<file path="src/rtl/piso_serializer_pkg.sv">
// Shared types for the parallel-in/serial-out serializer: FSM state encoding
// and the beat-counter width rule max(1, clog2(DEPTH)).
package piso_serializer_pkg;

    typedef enum logic {
        IDLE  = 1'b0,
        SHIFT = 1'b1
    } pisoState_t;

    function automatic int unsigned cntWidth(input int unsigned depth);
        return (depth <= 2) ? 1 : $clog2(depth);
    endfunction

endpackage

</file>
<file path="src/rtl/piso_serializer_if.sv">
// Frame-in / word-out handshake bundle for piso_serializer.
// The slave modport is the serializer side; master is the upstream/downstream side.
interface piso_serializer_if #(
    parameter int unsigned BITWIDTH = 32,
    parameter int unsigned DEPTH    = 8
);
    logic                         iValid;
    logic                         oReady;
    logic [BITWIDTH*DEPTH-1:0]    iData;
    logic                         oValid;
    logic                         iReady;
    logic [BITWIDTH-1:0]          oData;
    logic                         oLast;

    modport master (
        output iValid, iData, iReady,
        input  oReady, oValid, oData, oLast
    );

    modport slave (
        input  iValid, iData, iReady,
        output oReady, oValid, oData, oLast
    );
endinterface

</file>
<file path="src/rtl/piso_beat_counter.sv">
// Modulo-DEPTH beat counter with enable, synchronous clear and a terminal-count
// flag that is high while the counter sits on DEPTH-1.
module piso_beat_counter
    import piso_serializer_pkg::*;
#(
    parameter int unsigned DEPTH = 8,
    localparam int unsigned CW   = cntWidth(DEPTH)
) (
    input  logic          iClk,
    input  logic          iRstN,
    input  logic          iEn,
    input  logic          iClr,
    input  logic          iStep,
    output logic [CW-1:0] oCount,
    output logic          oTerminal
);
    localparam logic [CW-1:0] LAST = CW'(DEPTH - 1);

    assign oTerminal = (oCount == LAST);

    always_ff @(posedge iClk or negedge iRstN) begin
        if (!iRstN) begin
            oCount <= '0;
        end else if (iClr) begin
            oCount <= '0;
        end else if (iEn && iStep) begin
            oCount <= oTerminal ? '0 : oCount + CW'(1);
        end
    end
endmodule

</file>
<file path="src/rtl/piso_serializer.sv">
// Parallel-in/serial-out serializer: loads DEPTH words in one transfer and emits
// them one per beat with oLast on the final word. Build option: PISO_SERIALIZER_MSB_FIRST_EN.
module piso_serializer
    import piso_serializer_pkg::*;
#(
    parameter int unsigned BITWIDTH = 32,
    parameter int unsigned DEPTH    = 8
) (
    input  logic            iClk,
    input  logic            iRstN,
    input  logic            iEn,
    input  logic            iClr,
    piso_serializer_if.slave bus
);
    localparam int unsigned CW = cntWidth(DEPTH);

    pisoState_t         state;
    pisoState_t         stateNext;
    logic [BITWIDTH-1:0] buffer [DEPTH];
    logic [CW-1:0]      count;
    logic               terminal;
    logic               loadFire;
    logic               beatFire;
    int unsigned        wordSel;

    assign bus.oReady = iRstN && iEn && (state == IDLE);
    assign bus.oValid = (state == SHIFT);
    // iClr overrides any handshake that happens to coincide with it
    assign loadFire   = bus.iValid && bus.oReady && !iClr;
    assign beatFire   = bus.oValid && bus.iReady && iEn && !iClr;

    piso_beat_counter #(
        .DEPTH(DEPTH)
    ) uBeatCounter (
        .iClk     (iClk),
        .iRstN    (iRstN),
        .iEn      (iEn),
        .iClr     (iClr || loadFire),
        .iStep    (beatFire),
        .oCount   (count),
        .oTerminal(terminal)
    );

    for (genvar k = 0; k < DEPTH; k++) begin : gWord
        always_ff @(posedge iClk or negedge iRstN) begin
            if (!iRstN) begin
                buffer[k] <= '0;
            end else if (iClr) begin
                buffer[k] <= '0;
            end else if (loadFire) begin
                buffer[k] <= bus.iData[k*BITWIDTH +: BITWIDTH];
            end
        end
    end

    always_ff @(posedge iClk or negedge iRstN) begin
        if (!iRstN) begin
            state <= IDLE;
        end else begin
            state <= stateNext;
        end
    end

    always_comb begin
        stateNext = state;
        if (iClr) begin
            stateNext = IDLE;
        end else begin
            case (state)
                IDLE:    if (loadFire) stateNext = SHIFT;
                SHIFT:   if (beatFire && terminal) stateNext = IDLE;
                default: stateNext = IDLE;
            endcase
        end
    end

    // oLast tracks the counter, so it lands on the last emitted word in either order
    always_comb begin
`ifdef PISO_SERIALIZER_MSB_FIRST_EN
        wordSel = (DEPTH - 1) - 32'(count);
`else
        wordSel = 32'(count);
`endif
        bus.oData = '0;
        bus.oLast = 1'b0;
        if (state == SHIFT) begin
            for (int unsigned k = 0; k < DEPTH; k++) begin
                if (k == wordSel) bus.oData = buffer[k];
            end
            bus.oLast = terminal;
        end
    end
endmodule

</file>
<file path="src/flat_wrapper.sv">
// flat-port wrapper written by rule: the top's interface ports become plain ports
module piso_serializer_flat import piso_serializer_pkg::*;
#(
    parameter int unsigned BITWIDTH = 32,
    parameter int unsigned DEPTH    = 8
)
  (iClk, iRstN, iEn, iClr, bus_iValid, bus_iData, bus_iReady, bus_oReady, bus_oValid, bus_oData, bus_oLast);
  piso_serializer_if #(.BITWIDTH(BITWIDTH), .DEPTH(DEPTH)) bus_i ();
  input  logic iClk;
  input  logic iRstN;
  input  logic iEn;
  input  logic iClr;
  input wire logic [$bits(bus_i.iValid)-1:0] bus_iValid;
  input wire logic [$bits(bus_i.iData)-1:0] bus_iData;
  input wire logic [$bits(bus_i.iReady)-1:0] bus_iReady;
  output wire logic [$bits(bus_i.oReady)-1:0] bus_oReady;
  output wire logic [$bits(bus_i.oValid)-1:0] bus_oValid;
  output wire logic [$bits(bus_i.oData)-1:0] bus_oData;
  output wire logic [$bits(bus_i.oLast)-1:0] bus_oLast;
  assign bus_i.iValid = bus_iValid;
  assign bus_i.iData = bus_iData;
  assign bus_i.iReady = bus_iReady;
  assign bus_oReady = bus_i.oReady;
  assign bus_oValid = bus_i.oValid;
  assign bus_oData = bus_i.oData;
  assign bus_oLast = bus_i.oLast;
  piso_serializer #(.BITWIDTH(BITWIDTH), .DEPTH(DEPTH)) u_core (.iClk(iClk), .iRstN(iRstN), .iEn(iEn), .iClr(iClr), .bus(bus_i));
endmodule
</file>
<file path="config.mk">
export PLATFORM = sky130hd
export DESIGN_NAME = piso_serializer_flat
export DESIGN_NICKNAME = d
export VERILOG_FILES = /design/src/rtl/piso_serializer_pkg.sv /design/src/rtl/piso_serializer_if.sv /design/src/rtl/piso_beat_counter.sv /design/src/rtl/piso_serializer.sv /design/src/flat_wrapper.sv
export SDC_FILE = /design/constraint.sdc
export NUM_CORES = 1
export LEC_CHECK = 0
export ABC_CLOCK_PERIOD_IN_PS = 3000
export BUFFER_PORTS_ARGS = -buffer_cell sky130_fd_sc_hd__buf_4
export CAP_MARGIN = 20
export CORE_MARGIN = 2
export CORE_UTILIZATION = 55
export DETAILED_ROUTE_END_ITERATION = 16
export HOLD_SLACK_MARGIN = 0.08
export PLACE_DENSITY_LB_ADDON = 0.12
export SLEW_MARGIN = 20
export SYNTH_ARGS = -nofsm -noshare
export SYNTH_HDL_FRONTEND = slang
export SYNTH_SLANG_ARGS = --single-unit
</file>
<file path="constraint.sdc">
create_clock -name iClk -period 3 [get_ports iClk]
set_input_delay 0.6 -clock iClk [delete_from_list [all_inputs] [get_ports iClk]]
set_output_delay 0.6 -clock iClk [all_outputs]
set_load 0.03 [all_outputs]
</file>
---- After elaboration in Yosys (flattened, before gate mapping) ----
Cells that the tools add are included.
cells by class
  mux-type cells .......................... 33
  reduce and logical (&&, ||, !) cells .... 14
  eq/ne operators ......................... 8
  $add $sub $neg .......................... 1
  bitwise gates (word level) .............. 1
operators with widths
  operator                                      count
  two-way mux 32 bit                            25
  == test 3 bit, first input constant           4
  logical AND 1 bit                             9
  two-way mux 3 bit                             3
  == test 2 x 3 -> 1 bit, first input constant  2
  two-way mux 1 bit                             4
  nonzero test 2 bit                            2
  adder 3 x 1 -> 3 bit, second input constant   1
  == test 1 x 3 -> 1 bit, first input constant  1
  == test 3 bit, second input constant          1
  zero test 3 bit                               1
  one-hot mux 1 bit (2 select lines)            1
  zero test 1 bit                               1
  logical OR 1 bit                              1
  inverter 1 bit                                1
word-level totals
  input port bits ......................... 262
  logic and storage cells ................. 67
  output and inout port bits .............. 35
  register bits after elaboration ......... 260

---- Depth between registers and ports, before layout ----
  word-level depth ........................ 10
  gate-level depth with buffers ........... 9
  mapped depth without buffers ............ 5

---- Hierarchy ----
A second synthesis with hierarchy kept.
second synthesis, totals
  cells, all modules ...................... 1,410
  area, all modules ....................... 12,628.4 um^2
modules (own cells, without submodules)
  module             area each (um^2)  instances  cells an instance
  piso_serializer    12,462.0          1          1,396
  piso_beat_counter  166.4             1          14

---- Worst setup path after synthesis ----
OpenSTA, ideal clock, no wires.
  path type ............................... register -> output
  start point ............................. reg u_core.uBeatCounter.oCount[2]
  end point ............................... out bus_oData[0]
  setup slack ............................. -0.032 ns
  stages on the path, launching flop included .. 9
  arrival time ............................ 2.432 ns
  path through ............................ dfrtp_1 -> buf_6 -> clkbuf_1 -> inv_1 -> ha_1 -> or2_1 -> buf_6 -> a221o_1 -> a211oi_1
between the ends
  word-level cells in the longest chain between the ends .. 10
  elaborated cells between the ends (all ways) .. 17
  classes of those cells .................. eq/ne (7); mux (9); reduce/logical (1)
RTL lines
  what                             RTL line                 text
  start: declaration               piso_beat_counter.sv:14  output logic [CW-1:0] oCount,
  start signal: assignment         piso_beat_counter.sv:27  oCount <= oTerminal ? '0 : oCount + CW'(1);
  zero test 3 bit                  piso_serializer.sv:88    if (k == wordSel) bus.oData = buffer[k];
  two-way mux 32 bit (7 in a row)  piso_serializer.sv:88
  two-way mux 32 bit *             piso_serializer.sv:88
  two-way mux 32 bit *             piso_serializer.sv:86    if (state == SHIFT) begin
  end: declaration                 flat_wrapper.sv:18       output wire logic [$bits(bus_i.oData)-1:0] bus_oData;
Mark *: on every way between the ends. The rest lies on a longest branch, timed or not.

---- Final worst setup path ----
  start point ............................. reg u_core.uBeatCounter.oCount[1]
  end point ............................... out bus_oData[20]
The elaborated chain is that of the path after synthesis.

==> results.tsv <==
stage	metric	value	unit
run_status	status	finished with violations	
run_status	failed_checks	setup timing	
synthesis	synth.area.top_cells	dfrtp_1 49%, nand2_1 15%, a21oi_1 11%, a211oi_2 2.8%, buf_2 2.4%	
critical_path	crit_buf_inv	4	
synthesis	ys_types	28	
synthesis	synth_ff_type	dfrtp_1	
finish	fin_area	0.0173	mm^2
cts	root_buffer	clkbuf_16	
finish	fillers	1917	
power	p_per_area	464	mW/mm^2
power	leakage	7.33	nW
critical_path	startpoint	u_core.uBeatCounter.oCount[1]	
timing	post-route-min-period	3.24	ns
grt	antenna_found_initial	2	
hold_path	min_to	u_core.buffer[91]	
routing	drt_iter0_markers	1597	
hold_path	hp-class	input port to flop	
placement	dpl.hpwl	28200	um
synthesis	syn-num-nets	1864	
timing	clock_skew	0.00932	ns
die	start_util	55.5	%
finish	syn_to_final_growth	28.9	%
critical_path	crit_type	flop to output pin	
timing	hold_viol_final	0	
synthesis	async_flop_share	100	%
routing	routed_via_density	6.01	
critical_path	cp-end-kind	output pin	
synthesis	ys_seq_area_share	48.6	%
timing	tns	-4.27	ns
synthesis	syn_area	0.0134	mm^2
placement	place_congestion	0.914	
grt	grt_pass1_wl	67600	um
hold_path	min_from	bus_iData[187]	
timing	rsz0062_at_grt	yes	
cts	cts_buffers	28	
critical_path	worst_r2r_path_depth	4	
cts	cts_tree	built	
routing	first_pass_iters	8	
synthesis	ys_seq_elements	260	
critical_path	max_stage_delay	0.43	ns
die	die_area	0.0256	mm^2
critical_path	cp.depth	8	
grt	grt_pass1_vias	12000	
routing	drcViolationCount	0	
grt	grt-ovfl-total	0	
die	num_rows	57	
routing	wirelength	45000	um
power	vdd_drop_max	0.000331	V
timing	tightest_slew	0.859	ns
die	fp.coreArea	0.0241	mm^2
timing	fmax	308	MHz
synthesis	yosysTopAreaCell	dfrtp_1	
grt	grt_usage	33.3	%
grt	grt_max_degree	191	
critical_path	reg2reg_from	u_core.bus.oValid	
timing	fin_crit_sh	108	%
synthesis	synth_edf_count	0	
timing	slew_headroom	42.7	%
finish	stdcell_count	2176	
placement	place_area	0.0158	mm^2
placement	dpl.cell_count	2094	
critical_path	cp.required	2.40	ns
die	die_h	160	um
cts	path_clk_slew	0.06	ns
placement	port_buffers	296	
synthesis	synth_cells	1596	
timing	final_max_slew_viol_count	0	
cts	cts_sinks	260	
critical_path	r2r_end	u_core.buffer[145]	
timing	setup_viol	32	
critical_path	path_cells	inv_2 -> buf_6 -> ha_4 -> buf_12 -> nand3b_1 -> a221o_1 -> a211oi_2 -> buf_4	
routing	wl_per_cell	20.7	um
die	die_x	160	um
finish	drive_gt1_share	24.5	%
cts	cts_max_level	1	
die	pin_count	297	
routing	final_antenna_net_count	0	
synthesis	yosysWarnings	0	
cts	clock_path_buffers	3	
critical_path	path_max_fanout	16	
finish	post-route-util	71.6	%
critical_path	reg2reg_slack	0.96	ns
routing	num_vias	13100	
finish	nets	2096	
hold_path	whs_path_depth	3	
critical_path	path_delay_family	compound AO/OA/AOI/OAI gates	
flow_run	max_cap_violations	0	
critical_path	slowest_stage	dfrtp_1	
synthesis	syn_avg_cell_area	8.39	um^2
cts	worstSkewPairLatency	0.54	ns
critical_path	start_kind	flop	
critical_path	arrival	2.64	ns
synthesis	synth_top_area_share	48.6	%
timing	setup_slack	-0.243	ns
==> worst max-delay path by stage <==
| stage | end | slack [ns] |
|---|---|---|
| finish | bus_oData[20] | -0.24 |
| CTS | bus_oData[14] | -0.15 |
| floorplan | bus_oData[10] | 0.11 |
| global placement | bus_oData[1] | 0.31 |
| global route | bus_oData[20] | -0.28 |
| detailed placement | bus_oData[14] | 0.27 |
==> per-stage QoR <==
| step | setup slack, ns | hold slack, ns | power (mW) |
|---|---|---|---|
| 2_1_floorplan | 0.113 | 0.304 | 4.08 |
| 3_3_place_gp | 0.313 | 0.445 | 4.55 |
| 4_1_cts | -0.153 | 0.288 | 8.02 |
| 6_report | -0.243 | 0.295 | 8.01 |
| 5_1_grt | -0.283 | 0.301 | 8.26 |
| 3_5_place_dp | 0.272 | 0.447 | 4.56 |
==> layer usage <==
layer | GRT usage (%) | up-vias | wire (um) | part of all wire [%]
met5 | 0 | - | 0 | 0
met4 | 9.50 | 0 | 1480 | 3.3
met3 | 6.86 | 100 | 4850 | 11
met2 | 46.9 | 810 | 19200 | 43
met1 | 52.2 | 6258 | 19500 | 43
li1 | - | 5907 | - | -
==> Yosys cell counts, types with 34 or more instances <==
master    instances
a21oi_1         288
buf_2            65
clkbuf_1         83
dfrtp_1         260
inv_1            36
nand2_1         545
nor2b_1          34
nor3_1           34
==> power breakdown <==
group | total (mW) | switching (mW) | internal, mW | leakage [nW]
Clock | 3.48 | 1.42 | 2.06 | 0.465
Sequential | 3.71 | 0.0876 | 3.62 | 3.58
Combinational | 0.825 | 0.452 | 0.373 | 3.29
Total | 8.01 | 1.96 | 6.05 | 7.33
==> cells in the final DEF, fill, tap and decap left out, types with 3 or more instances in the layout <==
cell / instances
o311a_1: 32
a221o_1: 32
a32o_1: 32
nand2_1: 545
nor2_1: 4
nor3b_2: 3
clkbuf_1: 7
clkbuf_8: 6
nor2b_1: 33
nor3_1: 32
clkbuf_16: 35
buf_12: 16
a211oi_2: 31
ha_4: 5
nand3b_1: 32
a21oi_1: 286
nor3b_1: 28
dfrtp_1: 259
buf_6: 13
o21ai_0: 31
inv_1: 34
clkinv_2: 9
buf_4: 316
==> cell families after synthesis <==
family | synth area share (%)
simple gates | 22.2
compound gates | 22.2
flops | 48.6
buf+inv | 6.27
fa+ha+maj | 0.561
mux | 0.150
==> flip-flops by register name, indices dropped and copies added (netlist names) <==
| signal | count |
|---|---|
| u_core.buffer | 256 |
| u_core.bus.oValid | 1 |
| u_core.uBeatCounter.oCount | 3 |
==> worst reg2reg max path, stage by stage, from the launching register on <==
cell and delay, ns:
dfrtp_1 0.45, and4b_4 0.80, buf_12 0.36, nand2_1 0.18
a21oi_1 0.17
==> layout make-up <==
type,instances,area (um^2),share of cell area [%]
well taps,324,405,2.35
clock buffers,41,821,4.76
flip-flops and latches,260,6510,37.7
diodes,2,5.00,0.0290
multi-input cells,1145,6180,35.8
inverters,36,135,0.783
repair buffers,357,3100,18.0
clock inverters,11,105,0.609
==> what timing repair did <==
action | CTS | global route
endpoints found under the setup margin | 32 | 32
gates cloned | 3 | 9
buffers inserted | 9 | 6
hold buffers | 1 | 0
hold endpoints to repair | 12 | 0
pin swaps | 29 | 24
resized for setup | 21 | 16
(Power assumes the default switching activity.)
